**src/rtl/cg_index_decoder.sv**
```systemverilog
// Index-to-one-hot decoder with a one-deep valid/ready output register,
// plus a sticky mask of every decoded bit and its population count.
module cg_index_decoder #(
  parameter int BITS_WIDTH  = 16,
  parameter int INDEX_WIDTH = $clog2(BITS_WIDTH)
) (
  input  logic                            i_clk,
  input  logic                            i_rst,
  input  logic [INDEX_WIDTH-1:0]          i_index,
  input  logic                            i_en,
  output logic                            o_ready,
  output logic [BITS_WIDTH-1:0]           o_bits,
  output logic                            o_valid,
  input  logic                            i_ready,
  output logic                            o_err,
  input  logic                            i_clear,
  output logic [BITS_WIDTH-1:0]           o_mask,
  output logic [$clog2(BITS_WIDTH+1)-1:0] o_count
);
  localparam int CW = $clog2(BITS_WIDTH + 1);

  logic                  r_valid;
  logic [BITS_WIDTH-1:0] r_bits;
  logic                  r_err;
  logic [BITS_WIDTH-1:0] r_mask;
  logic [CW-1:0]         r_count;

  logic                  w_accept;
  logic                  w_deliver;
  logic                  w_oor;
  logic [BITS_WIDTH-1:0] w_dec;
  logic [BITS_WIDTH-1:0] w_mask_nxt;
  logic [CW-1:0]         w_count_nxt;

  // The output register frees up in the same cycle it is drained.
  assign o_ready   = !r_valid || i_ready;
  assign w_accept  = i_en && o_ready;
  assign w_deliver = r_valid && i_ready;

  // Out-of-range indices match no comparator, so the decode is already zero.
  assign w_oor = 32'(i_index) >= BITS_WIDTH;

  for (genvar b = 0; b < BITS_WIDTH; b++) begin : g_dec
    assign w_dec[b] = (32'(i_index) == b);
  end

  // Clear is applied before the OR of a same-cycle accept.
  always_comb begin
    w_mask_nxt = i_clear ? '0 : r_mask;
    if (w_accept) w_mask_nxt = w_mask_nxt | w_dec;
  end

  always_comb begin
    w_count_nxt = '0;
    for (int i = 0; i < BITS_WIDTH; i++)
      w_count_nxt = w_count_nxt + CW'(w_mask_nxt[i]);
  end

  always_ff @(posedge i_clk) begin
    if (i_rst) begin
      r_valid <= 1'b0;
      r_bits  <= '0;
      r_err   <= 1'b0;
    end else if (w_accept) begin
      r_valid <= 1'b1;
      r_bits  <= w_dec;
      r_err   <= w_oor;
    end else if (w_deliver) begin
      r_valid <= 1'b0;
    end
  end

  // Count is registered from the same next-mask so it never lags o_mask.
  always_ff @(posedge i_clk) begin
    if (i_rst) begin
      r_mask  <= '0;
      r_count <= '0;
    end else begin
      r_mask  <= w_mask_nxt;
      r_count <= w_count_nxt;
    end
  end

  assign o_valid = r_valid;
  assign o_bits  = r_bits;
  assign o_err   = r_err;
  assign o_mask  = r_mask;
  assign o_count = r_count;
endmodule

```
**config.mk**
```make
export PLATFORM = sky130hd
export DESIGN_NAME = cg_index_decoder
export DESIGN_NICKNAME = d
export VERILOG_FILES = /design/src/rtl/cg_index_decoder.sv
export SDC_FILE = /design/constraint.sdc
export NUM_CORES = 1
export LEC_CHECK = 0
export ABC_AREA = 1
export CAP_MARGIN = 5
export CORE_MARGIN = 2
export CORE_UTILIZATION = 50
export CTS_CLUSTER_SIZE = 25
export DETAILED_ROUTE_END_ITERATION = 6
export GPL_TIMING_DRIVEN = 0
export PLACE_DENSITY_LB_ADDON = 0.3
export SLEW_MARGIN = 20
export SYNTH_ARGS = -nofsm -noshare
export SYNTH_HDL_FRONTEND = slang
export SYNTH_SLANG_ARGS = --single-unit
```
**constraint.sdc**
```tcl
create_clock -name i_clk -period 9 [get_ports i_clk]
set_clock_uncertainty 0.15 [all_clocks]
set_input_delay 0.9 -clock i_clk [delete_from_list [all_inputs] [get_ports i_clk]]
set_output_delay 0.9 -clock i_clk [all_outputs]
set_load 0.005 [all_outputs]
```
Yosys cells after proc, flatten, opt, wreduce, memory -nomap -nowiden
Index checks and enable logic that the tools add are counted.
- bits in registers: 38
- bits of input ports: 9
- output and inout port bits: 40
- word-level logic and storage cells: 45
- $add $sub $neg: 15
- equality and inequality tests: 15
- muxes and demuxes: 4
- bitwise gates (word level): 1
- reduce and logical (&&, ||, !) cells: 6
- operators by type and width (kind ; number):
    5-bit by 1-bit adder with 5-bit output ; 11
    4-bit == test (second input constant) ; 8
    16-bit 2-to-1 mux ; 2
    4-bit by 3-bit == test with 1-bit output (second input constant) ; 4
    16-bit OR ; 1
    4-bit by 2-bit == test with 1-bit output (second input constant) ; 2
    4-bit by 1-bit adder with 5-bit output ; 1
    3-bit by 1-bit adder with 4-bit output ; 1
    4-bit by 1-bit == test with 1-bit output (second input constant) ; 1
    4-bit logical NOT ; 1
    2-bit by 1-bit adder with 3-bit output ; 1
    1-bit by 1-bit adder with 2-bit output ; 1
    1-bit logical AND ; 2
    1-bit 2-to-1 mux ; 2
    2-bit nonzero test ; 1
    1-bit logical NOT ; 1
    1-bit logical OR ; 1

Longest topological paths before layout
Gate-level depths: netlist (run 1).
- word-level depth: 19
- mapped depth: 19
- gate-level depth less buffers: 19

Worst setup path after synthesis (run 1)
OpenSTA, ideal clock, no wires.
- kind: input -> register
- start: in i_ready
- end: reg r_count[2] (netlist: o_count[2])
- library setup time: 0.119 ns
- data arrival time: 4.336 ns
- data required time: 8.731 ns
- path slack: 4.394 ns
- stages: 15
- path buffers: 1
- cells stage by stage: inv_1 > a21oi_4 > buf_4 > a21boi_0 > fa_1 > fa_1 > inv_1 > fa_1 > inv_1 > fa_1 > inv_1 > ha_1 > fa_1 > o21ai_0 > a21oi_1
- cells in the longest elaborated chain, start to end: 18
- RTL lines (element ; line ; text):
    start, declared ; 14 ; input logic i_ready,
    1-bit logical OR (*) ; 36 ; assign o_ready = !r_valid || i_ready;
    1-bit logical AND (*) ; 37 ; assign w_accept = i_en && o_ready;
    16-bit 2-to-1 mux (*) ; 50 ; if (w_accept) w_mask_nxt = w_mask_nxt | w_dec;
    1-bit by 1-bit adder with 2-bit output ; 56 ; w_count_nxt = w_count_nxt + CW'(w_mask_nxt[i]);
    2-bit by 1-bit adder with 3-bit output ; 56 ;
    3-bit by 1-bit adder with 4-bit output ; 56 ;
    4-bit by 1-bit adder with 5-bit output ; 56 ;
    5-bit by 1-bit adder with 5-bit output (10 in series) ; 56 ;
    5-bit by 1-bit adder with 5-bit output (*) ; 56 ;
    end signal, assigned ; 80 ; r_count <= w_count_nxt;
    end, declared ; 26 ; logic [CW-1:0] r_count;
Mark *: on every way between the ends. The rest lies on a longest branch, timed or not.
A chain may end at the register's enable or synchronous reset.

Final worst setup path (run 1)
- start: in i_clear
- end: reg r_count[2] (netlist: o_count[2])
- cells in the longest elaborated chain, start to end: 18
- RTL lines (element ; line ; text):
    start, declared ; 16 ; input logic i_clear,
    16-bit 2-to-1 mux (*) ; 49 ; w_mask_nxt = i_clear ? '0 : r_mask;
    16-bit OR ; 50 ;
    16-bit 2-to-1 mux (*) ; 50 ;
    1-bit by 1-bit adder with 2-bit output ; 56 ;
    2-bit by 1-bit adder with 3-bit output ; 56 ;
    3-bit by 1-bit adder with 4-bit output ; 56 ;
    4-bit by 1-bit adder with 5-bit output ; 56 ;
    5-bit by 1-bit adder with 5-bit output (10 in series) ; 56 ;
    5-bit by 1-bit adder with 5-bit output (*) ; 56 ;
Marked as above.

==> reports/summary.log, run 1 <==
qor: drt.drtIter0Drc 63
qor: timing.period_share 55.5%
qor: clocking.worst_setup_hold_path_clk_slew 0.11 ns
qor: floorplan.core-area 3390 sq um
qor: placed_design.dp_hpwl 3030 microns
qor: clocking.clock_root_buffer_master sky130_fd_sc_hd__clkbuf_4
qor: clocking.insertion_delay 0.34 ns
qor: run_status.outcome finished, final reports clean
qor: floorplan.die_w 63.8 microns
qor: final_layout.post-route-cell-area 2370 sq um
qor: worst_setup_path.worst_setup_path_end_kind flip-flop
qor: synth.synth_seq_area_share 42.5%
qor: clocking.tritoncts done
qor: drt.route.antenna.remaining_nets 0
qor: floorplan.fp.dieArea 4080 sq um
qor: timing.max_clock_freq 200 MHz
qor: floorplan.placement_rows 21
qor: clocking.post-cts-setup-buffer-count 0
qor: power.ir_worst_vdd 86.2 uV
qor: floorplan.io_pins 49
qor: run.reported_max_cap_violation_count 0
qor: clocking.clock_sink_count 38
qor: final_layout.final_nets 302
qor: synth.synthDominantCellAreaShare 42.5%
qor: grt.grt_pass1_wl 6580 microns
qor: worst_setup_path.critPathMaxFanout 10
qor: clocking.cts-root-to-sink-buffers 2
qor: drt.post-route-drc-count 0
qor: worst_setup_path.criticalPathCategory in -> reg
qor: synth.post-synth-top-area-cell sky130_fd_sc_hd__dfxtp_1
qor: grt.grt_antenna_before_repair 0
qor: final_layout.fill_cells 281
qor: final_layout.areaGrowthSynthToFinish 32.3%
qor: final_layout.final_layout_size_suffix_gt1_share 6.09%
qor: synth.postSynthRegisterBits 38
qor: synth.synthesis.area_per_instance 7.96 sq um
qor: synth.synth_cells 225
qor: timing.worst_slew_margin_rel 65.3%
qor: min_path.hold_path.class reg -> reg
qor: synth.syn-num-nets 249
qor: worst_setup_path.worst_setup_slack_for_register_to_register_paths 4.73 ns
qor: drt.routed_wire_length_per_instance 11.9 microns
qor: drt.via_count 1560
qor: grt.grt_start_max_net_pins 12
qor: drt.route.final.wire_length 3860 microns
qor: timing.timing.final.hold_violations 0
qor: power.power-per-cell-area 129 nW/um^2
qor: timing.number_of_setup_violations_in_the_final_report 0
qor: worst_setup_path.reg2regPathDepth 14
qor: timing.timing.hold.ws 0.318 ns
qor: power.total_leakage_power 1.01 nW
qor: grt.track_usage 20.5%
qor: worst_setup_path.critPathLaunchType primary input
qor: timing.rsz0062_at_grt false
qor: worst_setup_path.timing.critical_path.required 9.09 ns
qor: clocking.ctsHtreeMaxLevel 2
qor: synth.ys_top_cells_by_area sky130_fd_sc_hd__dfxtp_1, sky130_fd_sc_hd__nand2_1, sky130_fd_sc_hd__fa_1
qor: placed_design.detailed_place.area 2310 sq um
qor: timing.period_needed 4.99 ns
qor: placed_design.finalWeightedCongestion 0.883
qor: placed_design.port-buffer-count 46
qor: drt.dr.pass1.iters 4
qor: min_path.worst_hold_path.endpoint o_bits[14]$_SDFFE_PP0N_
qor: floorplan.initial_utilization 52.8%
qor: grt.number_of_global_route_vias_before_repair 1506
qor: worst_setup_path.worst_r2r_endpoint o_count[2]$_SDFF_PP0_
qor: final_layout.insertedDiodeCount 0
qor: drt.vias_per_cell 4.80
qor: timing.final-max-slew-violation-count 0
qor: min_path.timing.hold.worst.start o_bits[14]$_SDFFE_PP0N_
qor: floorplan.die-height 63.8 microns
qor: synth.synth.lib_cells_used.distinct 19
qor: clocking.cts_hold_repair.buffers 0
qor: worst_setup_path.worst-endpoint-arrival 5.09 ns
qor: clocking.tritoncts.num_buffers 5
qor: synth.mappedNetlistArea 1790 sq um
qor: min_path.worst_hold_path.num_cells 2
qor: grt.grt_overflow 0
qor: clocking.cts_repair_resize_count 0
qor: final_layout.final_core_util 69.9%
qor: worst_setup_path.worstReg2RegStart o_valid$_SDFFE_PP0P_
qor: timing.setup_tns 0 ns
qor: timing.tightestPinTransition 0.521 ns
qor: worst_setup_path.cp-startpoint i_clear
qor: synth.synthesis.yosys.warnings 0
## registers in the layout, summed over array words and instances (netlist names)
signal	flops
o_count	5
o_valid	1
o_mask	16
o_bits	16
## area by class of cell
cell class | count | area [sq um] | share of cell area (%)
timing repair buffer | 46 | 460 | 19.4
inverter | 23 | 86.3 | 3.65
multi-input combinational | 155 | 895 | 37.8
tap | 46 | 57.6 | 2.43
clock buffer | 7 | 55.1 | 2.32
sequential | 38 | 761 | 32.1
buffer | 9 | 48.8 | 2.06
clock inverter | 1 | 5.00 | 0.211
## per-stage QoR
stage / std cells / worst slack [ns] / power, mW
6_report: 325 / 4.01 / 0.305
3_5_place_dp: 317 / 3.63 / 0.219
4_1_cts: 325 / 3.99 / 0.309
5_1_grt: 325 / 3.71 / 0.326
2_1_floorplan: 225 / 4.39 / 0.201
3_3_place_gp: 317 / 3.66 / 0.218
## cells in the final DEF (no fill, tap or decap), types with 2 or more instances in the layout
master                            instances
sky130_fd_sc_hd__nand2_1                 66
sky130_fd_sc_hd__clkdlybuf4s50_1         46
sky130_fd_sc_hd__clkbuf_4                 5
sky130_fd_sc_hd__buf_2                    2
sky130_fd_sc_hd__dfxtp_1                 38
sky130_fd_sc_hd__inv_1                   22
sky130_fd_sc_hd__nor2_1                  21
sky130_fd_sc_hd__ha_1                     5
sky130_fd_sc_hd__buf_4                    3
sky130_fd_sc_hd__a21boi_0                11
sky130_fd_sc_hd__a21oi_1                 36
sky130_fd_sc_hd__clkbuf_1                 4
sky130_fd_sc_hd__fa_1                    10
## Yosys cell counts
cell	instances
sky130_fd_sc_hd__a21oi_1	36
sky130_fd_sc_hd__dfxtp_1	38
sky130_fd_sc_hd__buf_2	2
sky130_fd_sc_hd__nand3_1	1
sky130_fd_sc_hd__buf_4	3
sky130_fd_sc_hd__clkbuf_2	1
sky130_fd_sc_hd__ha_1	5
sky130_fd_sc_hd__inv_2	1
sky130_fd_sc_hd__a21boi_0	11
sky130_fd_sc_hd__nand2_2	1
sky130_fd_sc_hd__inv_1	22
sky130_fd_sc_hd__clkbuf_1	3
sky130_fd_sc_hd__nand2_1	66
sky130_fd_sc_hd__a21oi_4	1
sky130_fd_sc_hd__or2_2	1
sky130_fd_sc_hd__o21ai_0	1
sky130_fd_sc_hd__conb_1	1
sky130_fd_sc_hd__fa_1	10
sky130_fd_sc_hd__nor2_1	21
## critical path, stage by stage
cell	delay (ns)
sky130_fd_sc_hd__clkdlybuf4s50_1	0.45
sky130_fd_sc_hd__inv_1	0.12
sky130_fd_sc_hd__buf_2	0.22
sky130_fd_sc_hd__nand2_1	0.11
sky130_fd_sc_hd__a21boi_0	0.30
sky130_fd_sc_hd__fa_1	0.49
sky130_fd_sc_hd__fa_1	0.49
sky130_fd_sc_hd__inv_1	0.05
sky130_fd_sc_hd__fa_1	0.51
sky130_fd_sc_hd__inv_1	0.06
sky130_fd_sc_hd__fa_1	0.49
sky130_fd_sc_hd__inv_1	0.04
sky130_fd_sc_hd__ha_1	0.21
sky130_fd_sc_hd__fa_1	0.41
sky130_fd_sc_hd__o21ai_0	0.18
sky130_fd_sc_hd__a21oi_1	0.06
## report_power, final
part,leakage [nW],switching (mW),internal [mW]
logic,0.663,0.0233,0.0182
clock network,0.0353,0.0526,0.0379
registers,0.307,0.00177,0.172
total,1.01,0.0777,0.228
## routing by layer
| metal | GRT usage (%) | wire length [microns] |
|---|---|---|
| met1 | 25.3 | 1750 |
| met2 | 34.9 | 1880 |
| met5 | 0 | 0 |
| met3 | 5.63 | 193 |
| met4 | 5.98 | 38 |
## worst max-delay path by stage
stage | cells after the start | slack (ns) | endpoint
after detailed placement | 16 | 3.63 | o_count[2]$_SDFF_PP0_
final | 16 | 4.01 | o_count[2]$_SDFF_PP0_
after CTS | 16 | 3.99 | o_count[2]$_SDFF_PP0_
after floorplan | 15 | 4.39 | o_count[2]$_SDFF_PP0_
after global routing | 16 | 3.71 | o_count[2]$_SDFF_PP0_
after global placement | 16 | 3.66 | o_count[2]$_SDFF_PP0_
## cells by family (layout without fill, tap and decap cells)
kind of cell	Yosys count	after routing	synth area share (%)
DFF	38	38	42.5
buffers and inverters	32	86	7.55
other	1	1	0.209
and+or+nand+nor	90	90	19.2
AOI/OAI and AO/OA	49	49	15.9
adders and majority gates	15	15	14.7
(Power assumes the default switching activity.)
==> inputs of run 2 (changes only) <==
--- a/config.mk
+++ b/config.mk
@@ -8,7 +8,7 @@
 export ABC_AREA = 1
 export CAP_MARGIN = 5
 export CORE_MARGIN = 2
-export CORE_UTILIZATION = 50
+export CORE_UTILIZATION = 43
 export CTS_CLUSTER_SIZE = 25
 export DETAILED_ROUTE_END_ITERATION = 6
 export GPL_TIMING_DRIVEN = 0
==> constraint.sdc (replaced) <==
create_clock -name i_clk -period 4.1 [get_ports i_clk]
set_clock_uncertainty 0.15 [all_clocks]
set_input_delay 0.41 -clock i_clk [delete_from_list [all_inputs] [get_ports i_clk]]
set_output_delay 0.41 -clock i_clk [all_outputs]
set_load 0.005 [all_outputs]
==> run 2 against run 1 <==
Effect of this change: via count is 6.4% higher; combinational power grew to 2.7 times the previous value; core utilization is 4.3 points lower; hold slack lost 0.070 ns; critical endpoint is now o_count[1]$_SDFF_PP0_; largest cell class unchanged.
==> reports/summary.log, run 2 (synthesized netlist as in run 1, its figures left out) <==
qor: clocking.clock_root_buffer_master sky130_fd_sc_hd__clkbuf_8 [was sky130_fd_sc_hd__clkbuf_4]
qor: worst_setup_path.reg2regPathDepth 15 [was 14]
qor: final_layout.post-route-cell-area 2630 sq um [was 2370 sq um]
qor: timing.final-max-slew-violation-count 0 [unchanged]
qor: floorplan.die-height 68.5 microns [was 63.8 microns]
qor: final_layout.fill_cells 369 [was 281]
qor: power.ir_worst_vdd 184 uV [was 86.2 uV]
qor: floorplan.initial_utilization 44.8% [was 52.8%]
qor: grt.number_of_global_route_vias_before_repair 1578 [was 1506]
qor: timing.max_clock_freq 249 MHz
qor: placed_design.detailed_place.area 2330 sq um [was 2310 sq um]
qor: worst_setup_path.criticalPathCategory reg -> reg [was in -> reg]
qor: final_layout.final_layout_size_suffix_gt1_share 19.6% [was 6.09%]
qor: grt.grt_start_max_net_pins 12 [unchanged]
qor: drt.vias_per_cell 4.80 [about the same]
qor: placed_design.finalWeightedCongestion 0.867 [was 0.883]
qor: drt.route.antenna.remaining_nets 0 [unchanged]
qor: worst_setup_path.worst-endpoint-arrival 4.08 ns [was 5.09 ns]
qor: final_layout.layout_commonest_cell sky130_fd_sc_hd__nand2_1 [unchanged]
qor: grt.grt_overflow 0 [unchanged]
qor: clocking.cts-root-to-sink-buffers 2 [unchanged]
qor: timing.number_of_setup_violations_in_the_final_report 0 [unchanged]
qor: power.total_leakage_power 1.12 nW [was 1.01 nW]
qor: final_layout.multi_input_comb_area 966 sq um [was 895 sq um]
qor: drt.via_count 1660 [was 1560]
qor: placed_design.port-buffer-count 46 [unchanged]
qor: floorplan.placement_rows 23 [was 21]
qor: timing.timing.final.hold_violations 0 [unchanged]
qor: drt.routed_wire_length_per_instance 12.8 microns [was 11.9 microns]
qor: floorplan.fp.dieArea 4700 sq um [was 4080 sq um]
qor: timing.timing.hold.ws 0.248 ns [was 0.318 ns]
qor: grt.grt_pass1_wl 7020 microns [was 6580 microns]
qor: drt.post-route-drc-count 0 [unchanged]
qor: grt.grtUsageMet3 5.52% [was 5.63%]
qor: worst_setup_path.timing.critical_path.required 4.17 ns [was 9.09 ns]
qor: grt.grt_antenna_before_repair 0 [unchanged]
qor: drt.dr.pass1.iters 4 [unchanged]
qor: drt.drtIter0Drc 99 [was 63]
qor: timing.rsz0062_at_grt true [was false]
qor: clocking.cts_hold_repair.buffers 0 [unchanged]
qor: worst_setup_path.worst_setup_path_end_kind flip-flop [unchanged]
qor: final_layout.areaGrowthSynthToFinish 46.6% [was 32.3%]
qor: placed_design.dp_hpwl 3110 microns [was 3030 microns]
qor: floorplan.io_pins 49 [unchanged]
qor: power.total_power 0.758 mW [was 0.305 mW]
qor: floorplan.die_w 68.5 microns [was 63.8 microns]
qor: clocking.tritoncts.num_buffers 5 [unchanged]
qor: grt.track_usage 20.3% [was 20.5%]
qor: worst_setup_path.worst_path_max_stage_delay 0.51 ns [about the same]
qor: min_path.worst_hold_path.num_cells 3 [was 2]
qor: run_status.outcome finished, final reports clean [unchanged]
qor: power.power-per-cell-area 289 nW/um^2 [was 129 nW/um^2]
qor: timing.period_needed 4.01 ns
qor: grt.met2_usage 33.3% [was 34.9%]
qor: final_layout.ff_latch_area 762 sq um [was 761 sq um]
qor: clocking.tritoncts done [unchanged]
qor: clocking.ctsHtreeMaxLevel 2 [unchanged]
qor: worst_setup_path.critPathLaunchType flip-flop [was primary input]
qor: worst_setup_path.crit_chain a21oi_4 > buf_8 > buf_6 > a21boi_2 > fa_1 > fa_1 > inv_1 > fa_1 > inv_1 > fa_1 > inv_1 > ha_2 > fa_2 > inv_1 > nor2_1 [was clkdlybuf4s50_1 > inv_1 > buf_2 > nand2_1 > a21boi_0 > fa_1 > fa_1 > inv_1 > fa_1 > inv_1 > fa_1 > inv_1 > ha_1 > fa_1 > o21ai_0 > a21oi_1]
qor: clocking.clock_sink_count 38 [unchanged]
qor: grt.grt_util_met1 26.5% [was 25.3%]
qor: final_layout.most-common-layout-cells sky130_fd_sc_hd__nand2_1, sky130_fd_sc_hd__clkdlybuf4s50_1, sky130_fd_sc_hd__dfxtp_1, sky130_fd_sc_hd__a21oi_1, sky130_fd_sc_hd__inv_1 [unchanged]
qor: min_path.hold_path.class in -> reg [was reg -> reg]
qor: timing.period_share 97.8%
qor: floorplan.core-area 4000 sq um [was 3390 sq um]
qor: drt.route.final.wire_length 4430 microns [was 3860 microns]
qor: worst_setup_path.critPathMaxFanout 6 [was 10]
qor: clocking.insertion_delay 0.29 ns [was 0.34 ns]
qor: run.reported_max_cap_violation_count 0 [unchanged]
qor: final_layout.final_nets 319 [was 302]
qor: clocking.worst_setup_hold_path_clk_slew 0.07 ns [was 0.11 ns]
qor: grt.gr-max-usage-layer met2 [unchanged]
qor: worst_setup_path.crit_path_top_delay_cell sky130_fd_sc_hd__fa_2 [was sky130_fd_sc_hd__fa_1]
qor: final_layout.insertedDiodeCount 0 [unchanged]
run 2: metal layers:
layer	routed length, microns	vias up	share of wire (%)
met2	2140	59	48
met3	271	9	6.1
met1	1960	752	44
met5	0	-	0
met4	59	0	1.3
li1	-	840	-
run 2: worst max-delay path: cells and delay by family, from the launching register on:
| kind | cells | cell delay (ns) |
|---|---|---|
| AOI/OAI and AO/OA | 2 | 0.31 |
| adders and majority gates | 6 | 2.63 |
| buffers and inverters | 6 | 0.45 |
| DFF | 1 | 0.34 |
| and+or+nand+nor | 1 | 0.07 |
run 2: worst paths after layout:
path / to / startpoint / slack, ns
worst max-delay path: o_count[1]$_SDFF_PP0_ / o_valid$_SDFFE_PP0P_ / 0.09
worst min-delay path: o_valid$_SDFFE_PP0P_ / i_en / 0.25
worst max register to register: o_count[1]$_SDFF_PP0_ / o_valid$_SDFFE_PP0P_ / 0.09
worst min register to register: o_bits[9]$_SDFFE_PP0N_ / o_bits[9]$_SDFFE_PP0N_ / 0.31
run 2: power by group:
group | total [mW] | internal [mW] | switching, mW
logic | 0.114 | 0.0530 | 0.0614
registers | 0.381 | 0.377 | 0.00357
clock network | 0.263 | 0.136 | 0.127
total | 0.758 | 0.566 | 0.192
run 2: cell type report:
type	instances	share of cell area, %
timing repair buffer	63	22.4
inverter	23	3.29
sequential	38	29.0
tap	50	2.38
buffer	9	2.62
clock inverter	1	0.191
clock buffer	7	3.29
multi-input combinational	155	36.8
run 2: what timing repair did:
item / 4_1_cts / 5_1_grt
resized for setup: 29 / 21
gates cloned: 2 / 0
pin swaps: 11 / 7
endpoints found under the setup margin: 4 / 3
setup buffers: 10 / 5
run 2: per-stage QoR:
stage               setup WS [ns]  setup TNS, ns  util [%]  instances
floorplan                  0.0153              0         -        225
global placement           -0.652          -2.55      58.2        321
detailed placement         -0.733          -2.94      58.2        321
CTS                       0.00904              0      63.4        341
global route              -0.0348        -0.0677      65.6        346
finish                     0.0916              0      65.6        346
==> inputs of run 3 (changes only) <==
--- a/config.mk
+++ b/config.mk
@@ -12,7 +12,9 @@
 export CTS_CLUSTER_SIZE = 25
 export DETAILED_ROUTE_END_ITERATION = 6
 export GPL_TIMING_DRIVEN = 0
+export HOLD_SLACK_MARGIN = 0.02
 export PLACE_DENSITY_LB_ADDON = 0.3
+export SKIP_CTS_REPAIR_TIMING = 1
 export SLEW_MARGIN = 20
 export SYNTH_ARGS = -nofsm -noshare
 export SYNTH_HDL_FRONTEND = slang
==> run 3 against run 2 <==
Effect of this change: fmax shrank 1.7%; sequential share of layout area is 0.22 points higher; flip-flop and latch count did not move; register-to-register slack worse by 0.07 ns; total power increased by 0.26%; clock-buffer cell count stayed put; clock power barely moved; design area shrank 0.43%; via count shrank 0.72%; worst setup slack lost 0.070 ns; first-iteration DRC count fell by 41%; critical path depth decreased by 1.
==> reports/summary.log, run 3 (synthesized netlist as in run 1, its figures left out) <==
qor: run_status.outcome finished, final reports clean [unchanged]
qor: worst_setup_path.cp_top_family adder cells [unchanged]
qor: timing.rsz0062_at_grt true [unchanged]
qor: drt.dr.pass1.iters 4 [unchanged]
qor: final_layout.areaGrowthSynthToFinish 46.0% [was 46.6%]
qor: floorplan.io_pins 49 [unchanged]
qor: min_path.hold_path.class in -> reg [unchanged]
qor: grt.grt_overflow 0 [unchanged]
qor: drt.vias_per_cell 4.83 [was 4.80]
qor: timing.timing.final.hold_violations 0 [unchanged]
qor: worst_setup_path.worst_path_max_stage_delay 0.58 ns [was 0.51 ns]
qor: power.switching_power 0.191 mW [was 0.192 mW]
qor: grt.track_usage 19.2% [was 20.3%]
qor: grt.grt_start_max_net_pins 12 [unchanged]
qor: placed_design.port-buffer-count 46 [unchanged]
qor: drt.via_count 1648 [was 1660]
qor: worst_setup_path.worst_setup_slack_for_register_to_register_paths 0.02 ns [was 0.09 ns]
qor: worst_setup_path.cp-startpoint o_valid$_SDFFE_PP0P_ [unchanged]
qor: power.power.clock.fraction 34.5% [was 34.7%]
qor: worst_setup_path.critPathCapture o_count[1]$_SDFF_PP0_ [unchanged]
qor: floorplan.placement_rows 23 [unchanged]
qor: worst_setup_path.reg2regPathDepth 14 [was 15]
qor: grt.grt_pass1_wl 6680 microns [was 7020 microns]
qor: power.total_leakage_power 1.17 nW [was 1.12 nW]
qor: clocking.insertion_delay 0.29 ns [about the same]
qor: timing.period_share 99.5% [was 97.8%]
qor: power.pwr-share-seq 50.0% [was 50.2%]
qor: worst_setup_path.timing.critical_path.mode_cell sky130_fd_sc_hd__fa_1
qor: power.net_switching_share_of_the_total_power 25.2% [was 25.4%]
qor: drt.post-route-drc-count 0 [unchanged]
qor: final_layout.fill_cells 355 [was 369]
qor: clocking.tritoncts.num_buffers 5 [unchanged]
qor: power.power-per-cell-area 291 nW/um^2 [was 289 nW/um^2]
qor: drt.drtIter0Drc 58 [was 99]
qor: final_layout.final_nets 314 [was 319]
qor: worst_setup_path.crit_path_top_delay_cell sky130_fd_sc_hd__fa_1 [was sky130_fd_sc_hd__fa_2]
qor: clocking.ctsHtreeMaxLevel 2 [unchanged]
qor: clocking.clock_root_buffer_master sky130_fd_sc_hd__clkbuf_8 [unchanged]
qor: worst_setup_path.combined_buffer_and_inverter_count_along_the_critical_path 5 [was 6]
qor: worst_setup_path.critPathMaxFanout 5 [was 6]
qor: power.total_power 0.760 mW [was 0.758 mW]
qor: drt.route.antenna.remaining_nets 0 [unchanged]
qor: floorplan.die-height 68.5 microns [unchanged]
qor: clocking.tritoncts done [unchanged]
qor: final_layout.layout_commonest_cell sky130_fd_sc_hd__nand2_1 [unchanged]
qor: final_layout.multi_input_comb_area 941 sq um [was 966 sq um]
qor: power.comb_power_share 15.5% [was 15.1%]
qor: worst_setup_path.worst_r2r_endpoint o_count[1]$_SDFF_PP0_ [unchanged]
qor: run.reported_max_cap_violation_count 0 [unchanged]
qor: drt.route.final.wire_length 4370 microns [was 4430 microns]
qor: worst_setup_path.crit_chain a21oi_4 > buf_8 > a21boi_4 > fa_1 > fa_1 > inv_2 > fa_1 > inv_2 > fa_1 > inv_1 > ha_2 > fa_2 > inv_2 > nor2_1 [was a21oi_4 > buf_8 > buf_6 > a21boi_2 > fa_1 > fa_1 > inv_1 > fa_1 > inv_1 > fa_1 > inv_1 > ha_2 > fa_2 > inv_1 > nor2_1]
qor: grt.grt_antenna_before_repair 0 [unchanged]
qor: clocking.clock_sink_count 38 [unchanged]
qor: timing.number_of_setup_violations_in_the_final_report 0 [unchanged]
qor: final_layout.final_layout_size_suffix_gt1_share 16.5% [was 19.6%]
qor: floorplan.die_w 68.5 microns [unchanged]
qor: timing.final-max-slew-violation-count 0 [unchanged]
qor: drt.routed_wire_length_per_instance 12.8 microns [about the same]
qor: timing.max_clock_freq 245 MHz [was 249 MHz]
qor: clocking.worst_setup_hold_path_clk_slew 0.07 ns [about the same]
qor: power.intPower 0.569 mW [was 0.566 mW]
qor: floorplan.initial_utilization 44.8% [unchanged]
qor: floorplan.core-area 4000 sq um [unchanged]
qor: worst_setup_path.timing.critical_path.required 4.18 ns [was 4.17 ns]
qor: worst_setup_path.worst-endpoint-arrival 4.15 ns [was 4.08 ns]
qor: worst_setup_path.worst_setup_path_end_kind flip-flop [unchanged]
qor: floorplan.fp.dieArea 4700 sq um [unchanged]
qor: power.ir_worst_vdd 179 uV [was 184 uV]
qor: final_layout.insertedDiodeCount 0 [unchanged]
qor: worst_setup_path.critPathLaunchType flip-flop [unchanged]
qor: final_layout.ff_latch_area 764 sq um [was 762 sq um]
qor: placed_design.dp_hpwl 3110 microns [unchanged]
qor: worst_setup_path.timing.critical_path.depth 14 [was 15]
qor: clocking.cts-root-to-sink-buffers 2 [unchanged]
qor: timing.period_needed 4.08 ns [was 4.01 ns]
qor: placed_design.finalWeightedCongestion 0.867 [unchanged]
qor: worst_setup_path.criticalPathCategory reg -> reg [unchanged]
qor: final_layout.final_core_util 65.3% [was 65.6%]
qor: worst_setup_path.worstReg2RegStart o_valid$_SDFFE_PP0P_ [unchanged]
qor: final_layout.most-common-layout-cells sky130_fd_sc_hd__nand2_1, sky130_fd_sc_hd__clkdlybuf4s50_1, sky130_fd_sc_hd__dfxtp_1, sky130_fd_sc_hd__a21oi_1, sky130_fd_sc_hd__nor2_1 [was sky130_fd_sc_hd__nand2_1, sky130_fd_sc_hd__clkdlybuf4s50_1, sky130_fd_sc_hd__dfxtp_1, sky130_fd_sc_hd__a21oi_1, sky130_fd_sc_hd__inv_1]
qor: grt.number_of_global_route_vias_before_repair 1466 [was 1578]
run 3: changes by cell type in the layout (fill, tap and decap cells not counted), moves of 3 or more:
| cell | previous run | this run |
|---|---|---|
| sky130_fd_sc_hd__buf_4 | 15 | 10 |
| sky130_fd_sc_hd__clkdlybuf4s15_1 | 6 | 0 |
| sky130_fd_sc_hd__dlymetal6s2s_1 | 0 | 7 |
| sky130_fd_sc_hd__inv_1 | 20 | 17 |
| sky130_fd_sc_hd__inv_2 | 3 | 6 |
| sky130_fd_sc_hd__nor2_1 | 17 | 21 |
| sky130_fd_sc_hd__nor2_2 | 3 | 0 |
run 3: routing by layer:
metal	vias to the layer above	track usage, %	share of wire (%)
li1	839	-	-
met1	762	25.8	46
met2	42	30.3	48
met3	5	5.52	4.6
met4	0	4.75	0.87
met5	-	0	0
run 3: how the worst min path moves through the flow:
stage                                       start                 endpoint  slack [ns]  cells after the start
after floorplan           o_bits[10]$_SDFFE_PP0N_  o_bits[10]$_SDFFE_PP0N_        0.31                      2
after global placement    o_bits[10]$_SDFFE_PP0N_  o_bits[10]$_SDFFE_PP0N_        0.30                      2
after detailed placement   o_bits[9]$_SDFFE_PP0N_   o_bits[9]$_SDFFE_PP0N_        0.30                      2
after CTS                  o_bits[9]$_SDFFE_PP0N_   o_bits[9]$_SDFFE_PP0N_        0.31                      2
after global routing                         i_en     o_valid$_SDFFE_PP0P_        0.32                      3
final                                        i_en     o_valid$_SDFFE_PP0P_        0.30                      3
run 3: worst reg2reg max path, cell delays in order (launching register included):
cell                       delay (ns)
sky130_fd_sc_hd__dfxtp_4         0.36
sky130_fd_sc_hd__a21oi_4         0.23
sky130_fd_sc_hd__buf_8           0.15
sky130_fd_sc_hd__a21boi_4        0.05
sky130_fd_sc_hd__fa_1            0.52
sky130_fd_sc_hd__fa_1            0.58
sky130_fd_sc_hd__inv_2           0.04
sky130_fd_sc_hd__fa_1            0.52
sky130_fd_sc_hd__inv_2           0.04
sky130_fd_sc_hd__fa_1            0.48
sky130_fd_sc_hd__inv_1           0.05
sky130_fd_sc_hd__ha_2            0.19
sky130_fd_sc_hd__fa_2            0.53
sky130_fd_sc_hd__inv_2           0.03
sky130_fd_sc_hd__nor2_1          0.09
run 3: per-stage QoR:
step                      setup slack [ns]  TNS (ns)  hold WS [ns]  area (sq um)  instances
after floorplan                     0.0153         0         0.310          1810        225
after global placement              -0.652     -2.55         0.301          2330        321
after detailed placement            -0.733     -2.94         0.304          2330        321
after CTS                           -0.437     -1.45         0.315          2420        329
after global routing               -0.0978    -0.201         0.323          2610        341
final                               0.0215         0         0.297          2610        341
run 3: area by class of cell:
type | count | share of cell area (%)
sequential | 38 | 29.2
buffer | 9 | 2.63
clock buffer | 7 | 3.30
inverter | 23 | 3.30
timing repair buffer | 58 | 22.9
clock inverter | 1 | 0.191
tap | 50 | 2.39
multi-input combinational | 155 | 36.0
run 3: power groups by stage:
| stage | combinational (mW) | sequential (mW) | clock (mW) |
|---|---|---|---|
| after floorplan | 0.0540 | 0.390 | 0 |
| after global placement | 0.0927 | 0.389 | 0 |
| after detailed placement | 0.0957 | 0.389 | 0 |
| after CTS | 0.0960 | 0.380 | 0.268 |
| after global routing | 0.131 | 0.381 | 0.281 |
| final | 0.118 | 0.380 | 0.262 |
==> patch (flow settings as in run 3) <==
Set the parameter `BITS_WIDTH` to 32 (it was 16).
--- a/src/rtl/cg_index_decoder.sv
+++ b/src/rtl/cg_index_decoder.sv
@@ -1,7 +1,7 @@
 // Index-to-one-hot decoder with a one-deep valid/ready output register,
 // plus a sticky mask of every decoded bit and its population count.
 module cg_index_decoder #(
-  parameter int BITS_WIDTH  = 16,
+  parameter int BITS_WIDTH  = 32,
   parameter int INDEX_WIDTH = $clog2(BITS_WIDTH)
 ) (
   input  logic                            i_clk,
Interface: changed (resized i_index, o_bits, o_count and o_mask); port bits go from 49 to 83. The function was not compared with the original's and may differ.
==> patch against run 3 <==
Synthesized area is 100% higher; critical path type is now in2reg; worst setup slack worse by 1200 ps; sequential cell count is 33 higher; final area is 95% higher; largest power group unchanged; total power up 83%; the run now ends with negative setup slack left; sequential power increased by 85%; routed wire length increased by 110%.
==> patch: results (changes against run 3) <==
metric	value	unit	change
count leader, synth	nor2_1		
FF+latch count, synth	71		+87%
inverters	118		+410%
#MultiIn Comb	306		+97%
NetSw	0.366	mW	+91%
# nets final	658		+110%
failing checks	negative setup slack		
Fin Setup TNS	-5510	ps	-5510 ps
H-tree depth	3		+1
met3 wire len	708	um	+250%
NonClk Buf Share	0.212		-0.0439
drt first-iter violations	145		+150%
Core ar.	0.00818	mm^2	+100%
HPWL after detailed placement	6930	um	+120%
first drt pass iteration count	5		+1
Place WS	-2030	ps	-1300 ps
setup slack after layout	-1170	ps	-1190 ps
met2 Track Usage GR	0.314		+0.0112
synth unique cells	22		+3
Final Core Density	0.624		-0.0290
Lkg Pwr	2.25	nW	+93%
post-synthesis net count	553		+120%
Worst EP arrival	5360	ps	+1210 ps
worst skew pair latency	350	ps	+60 ps
Num CTS Buffers	9		+4
worst vdd rail ir drop	0.000130	V	-27%
status	finished with violations		
clk_buf instances	11		+4
dpl cells	697		+120%
Post-Synth Adder-Cell Area	0.157		+0.0107
global-route wire length before repair	14100	um	+110%
Placed Area	0.00462	mm^2	+98%
met1 Track Usage GR	0.292		+0.0344
Multi-input gate area	0.00182	mm^2	+94%
number of global-route vias before repair	2915		+99%
DRT met1 WL	3960	um	+96%
clock network share of area	0.0360		+0.00108
Non-clk bufs	111		+66%
fill count	702		+98%
endpoints failing setup	6		+6
compound-cell area share of the yosys netlist	0.00798		-0.151
register area share after synthesis	0.394		-0.0308
gr usage total	0.206		+0.0148
patch: power by group through the flow:
| stage | clock network, mW | registers, mW | logic [mW] |
|---|---|---|---|
| after global placement | 0 | 0.719 | 0.138 |
| after detailed placement | 0 | 0.720 | 0.140 |
| after CTS | 0.529 | 0.703 | 0.141 |
| after global routing | 0.571 | 0.704 | 0.185 |
| after floorplan | 0 | 0.720 | 0.0847 |
| final | 0.517 | 0.703 | 0.168 |
patch: worst reg2reg max path, delay by kind of cell (launching register included):
family / cells / cell delay [ps]
fa+ha+maj: 8 / 3530
simple gates: 9 / 750
flops: 1 / 380
buf+inv: 5 / 340
patch: worst paths after layout:
path | start | end | slack [ps] | depth (start not counted)
max | i_index[1] | o_count[4] | -1170 | 23
min reg2reg | o_valid | o_valid | 400 | 2
min | i_en | o_valid | 310 | 3
max reg2reg | o_valid | o_count[4] | -1170 | 22
